`src/rtl/led_mem_pkg.sv`:
```
// led_mem_pkg: shared constants and types for the led_mem arbiter slice.
//   ADDR_W / DATA_W : geometry of the 16x16 led_mem block RAM
//   req_id_t        : requester identifier (0 = button sequencer, 1 = scan reader)
//   rd_tag_t        : in-flight read tag (valid + owner), one stage behind issue
package led_mem_pkg;
  localparam int ADDR_W = 4;
  localparam int DATA_W = 16;

  typedef logic req_id_t;

  typedef struct packed {
    logic    vld;
    req_id_t own;
  } rd_tag_t;
endpackage

```
`src/rtl/led_mem_arbiter_rr_arb2.sv`:
```
// rr_arb2: combinational 2-way round-robin picker.
//   elig     : eligible requesters, bit N = requester N
//   last     : requester granted most recently (held by the parent)
//   grant    : one-hot winner, all zero when nobody is eligible
//   last_nxt : value of last after this decision (unchanged on no grant)
module rr_arb2
  import led_mem_pkg::*;
(
  input  logic [1:0] elig,
  input  req_id_t    last,
  output logic [1:0] grant,
  output req_id_t    last_nxt
);

  always_comb begin
    grant    = 2'b00;
    last_nxt = last;
    case (elig)
      2'b01: begin
        grant    = 2'b01;
        last_nxt = 1'b0;
      end
      2'b10: begin
        grant    = 2'b10;
        last_nxt = 1'b1;
      end
      2'b11: begin
        // Both want it: the one that did not go last wins.
        if (last == 1'b1) begin
          grant    = 2'b01;
          last_nxt = 1'b0;
        end else begin
          grant    = 2'b10;
          last_nxt = 1'b1;
        end
      end
      default: ;
    endcase
  end

endmodule

```
`src/rtl/led_mem_arbiter.sv`:
```
// led_mem_arbiter: shares the single-port led_mem RAM between the button
// sequencer (requester 0) and the scan reader (requester 1).
//   clk_g, rst               : clock, synchronous active-high reset
//   reqN/weN/addrN/dinN      : requester N access, held until gntN
//   gntN                     : 1-cycle pulse, access issued to RAM this cycle
//   rvalidN/rdataN           : read return (rdataN holds after rvalidN drops)
//   mem_ena/wea/addra/dina   : registered RAM port-A controls
//   mem_douta                : RAM read data, one cycle after the read edge
// Decision at edge ending T, issue in T+1, read data returned in T+2.
module led_mem_arbiter
  import led_mem_pkg::*;
#(
  parameter int ADDR_W = led_mem_pkg::ADDR_W,
  parameter int DATA_W = led_mem_pkg::DATA_W
) (
  input  logic              clk_g,
  input  logic              rst,
  input  logic              req0,
  input  logic              we0,
  input  logic [ADDR_W-1:0] addr0,
  input  logic [DATA_W-1:0] din0,
  output logic              gnt0,
  output logic              rvalid0,
  output logic [DATA_W-1:0] rdata0,
  input  logic              req1,
  input  logic              we1,
  input  logic [ADDR_W-1:0] addr1,
  input  logic [DATA_W-1:0] din1,
  output logic              gnt1,
  output logic              rvalid1,
  output logic [DATA_W-1:0] rdata1,
  output logic              mem_ena,
  output logic [0:0]        mem_wea,
  output logic [ADDR_W-1:0] mem_addra,
  output logic [DATA_W-1:0] mem_dina,
  input  logic [DATA_W-1:0] mem_douta
);

  logic [1:0]        elig;
  logic [1:0]        grant;
  req_id_t           last;
  req_id_t           last_nxt;
  rd_tag_t           tag;
  logic              ena_q;
  logic              wea_q;
  logic [DATA_W-1:0] rdata0_q;
  logic [DATA_W-1:0] rdata1_q;

  // A requester is masked in its grant cycle: its req is still up while it
  // reacts to gnt, and must not win a second time for the same access.
  assign elig = {req1 & ~gnt1, req0 & ~gnt0};

  rr_arb2 u_arb (
    .elig     (elig),
    .last     (last),
    .grant    (grant),
    .last_nxt (last_nxt)
  );

  always_ff @(posedge clk_g) begin
    if (rst) begin
      gnt0      <= 1'b0;
      gnt1      <= 1'b0;
      ena_q     <= 1'b0;
      wea_q     <= 1'b0;
      mem_addra <= '0;
      mem_dina  <= '0;
      last      <= 1'b1;
      tag       <= '0;
      rdata0_q  <= '0;
      rdata1_q  <= '0;
    end else begin
      gnt0  <= grant[0];
      gnt1  <= grant[1];
      ena_q <= |grant;
      wea_q <= grant[1] ? we1 : (grant[0] ? we0 : 1'b0);
      // Address/data hold their last value while idle.
      if (|grant) begin
        mem_addra <= grant[1] ? addr1 : addr0;
        mem_dina  <= grant[1] ? din1  : din0;
      end
      last <= last_nxt;
      // last already names the owner of the access issued this cycle.
      tag.vld <= ena_q & ~wea_q;
      tag.own <= last;
      if (rvalid0) rdata0_q <= mem_douta;
      if (rvalid1) rdata1_q <= mem_douta;
    end
  end

  // rst gating cancels an access issued in the reset cycle and hides any
  // read return that would land in it.
  assign mem_ena    = ena_q & ~rst;
  assign mem_wea[0] = wea_q & ~rst;

  assign rvalid0 = tag.vld & (tag.own == 1'b0) & ~rst;
  assign rvalid1 = tag.vld & (tag.own == 1'b1) & ~rst;

  assign rdata0 = rvalid0 ? mem_douta : rdata0_q;
  assign rdata1 = rvalid1 ? mem_douta : rdata1_q;

endmodule
```
`config.mk`:
```
export PLATFORM = sky130hd
export DESIGN_NAME = led_mem_arbiter
export DESIGN_NICKNAME = d
export VERILOG_FILES = /design/src/rtl/led_mem_pkg.sv /design/src/rtl/led_mem_arbiter_rr_arb2.sv /design/src/rtl/led_mem_arbiter.sv
export SDC_FILE = /design/constraint.sdc
export NUM_CORES = 1
export LEC_CHECK = 0
export CELL_PAD_IN_SITES_DETAIL_PLACEMENT = 0
export CELL_PAD_IN_SITES_GLOBAL_PLACEMENT = 1
export CORE_MARGIN = 3
export CORE_UTILIZATION = 30
export CTS_BUF_LIST = sky130_fd_sc_hd__clkbuf_4 sky130_fd_sc_hd__clkbuf_8 sky130_fd_sc_hd__clkbuf_16
export DETAILED_ROUTE_END_ITERATION = 12
export GPL_TIMING_DRIVEN = 0
export PLACE_DENSITY = 0.88
export SLEW_MARGIN = 20
export SYNTH_ARGS = -nofsm -noshare
export SYNTH_HDL_FRONTEND = slang
export SYNTH_SLANG_ARGS = --single-unit
```
`constraint.sdc`:
```
create_clock -name clk_g -period 1.65 [get_ports clk_g]
set_input_delay 0.165 -clock clk_g [delete_from_list [all_inputs] [get_ports clk_g]]
set_output_delay 0.165 -clock clk_g [all_outputs]
set_load 0.005 [all_outputs]
```
Yosys cells after proc, flatten, opt, wreduce, memory -nomap -nowiden
Cells that the tools add are included.
{ "totals": {"register_bits": 59, "in_bits": 62, "out_inout_bits": 58, "wordCells": 40} }
{ "classes": {"n_eq_ne": 3, "muxes": 10, "bitwise_logic": 14, "n_reduce_logical": 2} }
{ "op_table": {"columns": ["op", "n"], "rows": [
  ["$mux W16", 3],
  ["$and A1 B1 Y1", 9],
  ["$pmux W2 S3", 1],
  ["$not A1 Y1", 5],
  ["$eq A2 B2 Y1 const B", 2],
  ["$mux W4", 1],
  ["$mux W1", 3],
  ["$pmux W1 S3", 1],
  ["$reduce_bool A3 Y1", 1],
  ["$eq A2 B1 Y1 const B", 1],
  ["$mux W2", 1],
  ["$reduce_or A2 Y1", 1]
]} }

Depth between registers and ports, before layout
{ "logic_depth": {"word_depth": 6, "mapped_depth": 5, "mapped_depth_nobuf": 3} }

By module
Synthesis repeated with hierarchy kept, for this count alone.
{ "unflattened": {"hier_cells": 294, "area_unflattened_um2": 2761.4} }
{ "modules_own_cells": {"columns": ["module", "n_inst", "cells_per_inst", "area_per_inst_um2"], "rows": [
  ["led_mem_arbiter", 1, 289, 2732.6],
  ["rr_arb2", 1, 5, 28.8]
]} }

Least setup slack after synthesis
No wires, ideal clock.
{ "synth_path": {"path_kind": "reg-to-reg", "start": "register tag[1] in the netlist's numbering", "end": "register rdata0_q[10]", "arrival_time_ps": 1392, "t_required_ps": 1536, "slack_ps": 144, "path_stages_with_launch": 5, "path_buffers": 1, "cell_sequence": "dfxtp_1 > nor3b_4 > buf_12 > mux2_4 > and2b_1"} }
{ "synth_via": {"elab_chain_len": 3} }
{ "synth_lines": {"columns": ["item", "line", "source"], "rows": [
  ["start, declared", "led_mem_arbiter.sv:43", "rd_tag_t tag;"],
  ["$and A1 B1 Y1 (2 in series)", "led_mem_arbiter.sv:96", "assign rvalid0 = tag.vld & (tag.own == 1'b0) & ~rst;"],
  ["via rvalid0", "led_mem_arbiter.sv:23", "output logic rvalid0,"],
  ["$mux W16", null, null],
  ["via rdata0[10]", "led_mem_arbiter.sv:24", "output logic [DATA_W-1:0] rdata0,"],
  ["end signal, assigned", "led_mem_arbiter.sv:86", "if (rvalid0) rdata0_q <= mem_douta;"],
  ["end, declared", "led_mem_arbiter.sv:46", "logic [DATA_W-1:0] rdata0_q;"]
]} }
The timed path passes the listed nets, and every way through them passes these cells.
A chain may end at the register's enable or synchronous reset.

Worst setup path after layout
{ "layout_path": {"start": "register tag[0] in the netlist's numbering", "end": "output port rdata0[13]"} }
{ "layout_via": {"elab_chain_len": 4} }
{ "layout_lines": {"columns": ["item", "line"], "rows": [
  ["$not A1 Y1", "led_mem_arbiter.sv:96"],
  ["$and A1 B1 Y1 (2 in series)", "led_mem_arbiter.sv:96"],
  ["$mux W16", null],
  ["end, declared", "led_mem_arbiter.sv:24"]
]} }
Every way passes these cells.

==> metrics.txt <==
outcome=finished, violations left; violated checks=setup timing; setup slack of the critical path after layout=-0.121 ns; capturing element type of the critical path=output pin; worst hold-check path type=in2reg; die boundary height=97.4 um; sum of routed wire length over all layers=8100 um; RSZ-0062 raised after global routing=true; gate family responsible for the most delay along the worst path=buffers and inverters; top-level port count=120; WP data required=1.48 ns; proportion of synthesized chip area in sequential cells=47.1%; post-detailed-route wirelength per cell=16.2 um; area growth from synthesis to layout=73.2%; initial antenna violation count=0; count of unique library cells instantiated by Yosys=28; die area=9500 um^2; CTS root buffer=sky130_fd_sc_hd__clkbuf_8; pin slew with the least headroom to its limit=0.551 ns; H-tree Lvls=3; via count=2453; Core Footprint=7930 um^2; commonest register cell after synthesis=sky130_fd_sc_hd__dfxtp_1; vias per inst=4.90; critical path startpoint category=flop; die boundary width=97.4 um; largest net degree at the start of global routing=11; most prevalent standard cell on the critical path=sky130_fd_sc_hd__buf_6; Final HPWL DP=5330 um; n_diodes=0; cell types with the largest area share after synthesis=sky130_fd_sc_hd__dfxtp_1 47%, sky130_fd_sc_hd__mux2_2 9.9%, sky130_fd_sc_hd__nand3_1 8.6%; later-pin clock latency in the skew report=0.32 ns; standby leakage power=1.83 nW; Residual DRC=0; number of register bits inferred by synthesis=59; Synth Net Count=311; Yosys warning count=0; number of rows in the core area=32; maximum fanout along the worst path=5; cell-by-cell listing of the critical path=nor3b_4 -> buf_6 -> buf_6 -> mux2_4 -> buf_6; startpoint of the most critical hold path=rst; Post-Synthesis Cell Area=2510 um^2; post-synth top area cell=sky130_fd_sc_hd__dfxtp_1; initial core utilization=31.6%; count of endpoints failing hold in the final timing report=0; buffers from clock root to sink, at most=2; CTS sink cnt=59; multi-input combinational cell area=1290 um^2; final critical-path required period=1.77 ns; cell count of the worst reg-to-reg path=6; maximum vdd drop=358 uV; biggest cell delay along the critical path=0.36 ns; power per standard cell area=818 nW/um^2; number of pins exceeding their max-slew limit in the final report=0; slowest cell on the critical path=sky130_fd_sc_hd__dfxtp_4; global-route congestion overflow total=0; starting DRC count in detailed routing=114; placed instance count=469; number of buffers added on ports=118; Worst EP arrival=1.61 ns; setup TNS=-2.13 ns; reg-to-reg critical path endpoint=rdata0_q[1]$_SDFF_PP0_; maxcap violations=0; achievable clock frequency=565 MHz; global placer's final weighted congestion=0.743; layout cells sized above 1=28.1%; Hold Path Sink=tag[1]$_SDFF_PP0_; total CTS buffers=9; relative slew slack=63.1%; CTS tree=built; post-layout util=54.8%; buffering stage count on the worst path with inverters included=3; count of filler cells inserted in the layout=692; Final setup viols=25; post-route clock period utilization=107%; Reg2Reg Launch Point=tag[0]$_SDFF_PP0_; iteration count of the initial detailed-routing pass=4; count of mapped cells out of synthesis=249; Crit Path Category=reg2out; fin cells=501; average instance area after synthesis=10.1 um^2; Tot GR Track Use=16.8%; setup clock skew after layout=0.00613 ns; post-route ant nets=0; Worst-path clk slew=0.07 ns; first-pass GRT wire length=13100 um; hold buffer count at CTS=0; number of synthesized flops with an enable pin=0; final net count=456; Hold Path Depth=3; via count of the first global-routing pass=2614; R2R setup slack=0.12 ns; FFs w/ async S/R, synth=0%; area occupied by registers=1190 um^2; share of the synthesized area in the top cell type=47.1%; sum of internal, switching and leakage power=3.55 mW
layer usage:
metal  part of all wire, %  GRT usage (%)  routed length [um]
met1                    45           22.1                3630
met4                   1.4           6.92                 114
met5                     0              0                   0
met2                    47           25.9                3790
met3                   7.1           4.38                 575
worst reg2reg max path: cells and delay by family, from the launching register on:
kind,cells,cell delay [ns]
buffers and inverters,3,0.40
flip-flops,1,0.36
AND/OR/NAND/NOR,2,0.34
multiplexers,1,0.31
synth_stat cells (2+ instances only):
master,number
sky130_fd_sc_hd__dfxtp_1,59
sky130_fd_sc_hd__nand3_1,43
sky130_fd_sc_hd__nor2b_1,28
sky130_fd_sc_hd__mux2_2,22
sky130_fd_sc_hd__clkbuf_1,16
sky130_fd_sc_hd__a31oi_1,14
sky130_fd_sc_hd__nor3_1,13
sky130_fd_sc_hd__and2b_1,9
sky130_fd_sc_hd__mux2_4,9
sky130_fd_sc_hd__a211oi_1,6
sky130_fd_sc_hd__nor4_1,6
sky130_fd_sc_hd__buf_2,4
sky130_fd_sc_hd__a21oi_1,2
sky130_fd_sc_hd__inv_1,2
sky130_fd_sc_hd__nand2b_1,2
sky130_fd_sc_hd__nor2_1,2
stage by stage:
step	setup WS (ns)	cell area, um^2	hold slack, ns
floorplan	0.144	2510	0.313
global placement	-0.384	3820	0.393
detailed placement	-0.388	3820	0.430
CTS	-0.199	4320	0.166
global route	-0.189	4340	0.174
finish	-0.121	4340	0.174
registers in the layout, indices dropped and copies added (netlist names):
name / cells
tag: 2
ena_q: 1
gnt0: 1
mem_addra: 4
rdata0_q: 16
gnt1: 1
last: 1
rdata1_q: 16
wea_q: 1
mem_dina: 16
final cells by class:
class,instances,share of cell area (%)
buffer,22,2.53
clock buffer,12,3.80
clock inverter,4,1.09
inverter,2,0.173
multi-input combinational,165,29.7
sequential,59,27.3
tap,102,2.94
timing repair buffer,135,32.4
how the worst max path moves through the flow:
stage                                 start  depth (start not counted)                      end
after floorplan           tag[1]$_SDFF_PP0_                          4  rdata0_q[10]$_SDFF_PP0_
after global placement    tag[1]$_SDFF_PP0_                          4                rdata0[7]
after detailed placement  tag[1]$_SDFF_PP0_                          4                rdata0[7]
after CTS                 tag[0]$_SDFF_PP0_                          6               rdata0[11]
after global routing      tag[0]$_SDFF_PP0_                          5                rdata0[9]
final                     tag[0]$_SDFF_PP0_                          5               rdata0[13]
cell usage in the layout (no fill, tap or decap):
cell type,n
sky130_fd_sc_hd__buf_8,2
sky130_fd_sc_hd__clkdlybuf4s15_1,1
sky130_fd_sc_hd__nor3_1,13
sky130_fd_sc_hd__nor2_1,2
sky130_fd_sc_hd__a211oi_1,6
sky130_fd_sc_hd__dfxtp_4,1
sky130_fd_sc_hd__nor3b_2,1
sky130_fd_sc_hd__nor4_1,6
sky130_fd_sc_hd__nor2b_1,28
sky130_fd_sc_hd__nand3_1,43
sky130_fd_sc_hd__o211ai_1,1
sky130_fd_sc_hd__clkinvlp_4,1
sky130_fd_sc_hd__buf_6,44
sky130_fd_sc_hd__nor3b_4,1
sky130_fd_sc_hd__clkbuf_2,4
sky130_fd_sc_hd__and2b_1,9
sky130_fd_sc_hd__or3b_2,1
sky130_fd_sc_hd__buf_12,1
sky130_fd_sc_hd__nand2_1,1
sky130_fd_sc_hd__nand3b_1,1
sky130_fd_sc_hd__inv_1,2
sky130_fd_sc_hd__a31oi_1,14
sky130_fd_sc_hd__dlygate4sd2_1,1
sky130_fd_sc_hd__a211o_1,1
sky130_fd_sc_hd__buf_2,3
sky130_fd_sc_hd__nand2b_1,2
sky130_fd_sc_hd__nand3b_4,1
sky130_fd_sc_hd__clkbuf_8,12
sky130_fd_sc_hd__a21oi_1,2
sky130_fd_sc_hd__buf_4,4
sky130_fd_sc_hd__dfxtp_2,1
sky130_fd_sc_hd__bufinv_16,1
sky130_fd_sc_hd__clkdlybuf4s50_1,84
sky130_fd_sc_hd__mux2_4,32
sky130_fd_sc_hd__clkinv_2,2
sky130_fd_sc_hd__clkbuf_1,13
sky130_fd_sc_hd__dfxtp_1,57
what timing repair did:
action / in CTS / in global routing
gates cloned: 2 / 0
buffers inserted: 16 / 4
pin swaps: 1 / 1
gates resized for setup: 191 / 24
hold endpoints to repair: 0 / 0
setup endpoints to repair: 43 / 48
kinds of logic (layout without fill, tap and decap cells):
group,count (synthesis),count (layout),share of synthesized area [%]
flip-flops,59,59,47.1
buffers and inverters,25,175,4.89
AO/OA/AOI/OAI,24,24,6.33
multiplexers,32,32,15.7
AND/OR/NAND/NOR,109,109,26.0
where the power goes:
| group | internal, mW | leakage (nW) | total (mW) | switching (mW) |
|---|---|---|---|---|
| clock network | 0.816 | 0.108 | 1.37 | 0.552 |
| logic | 0.391 | 1.24 | 0.652 | 0.261 |
| registers | 1.49 | 0.483 | 1.53 | 0.0367 |
| total | 2.70 | 1.83 | 3.55 | 0.850 |
Note: power is estimated with default switching activity, not from simulation.
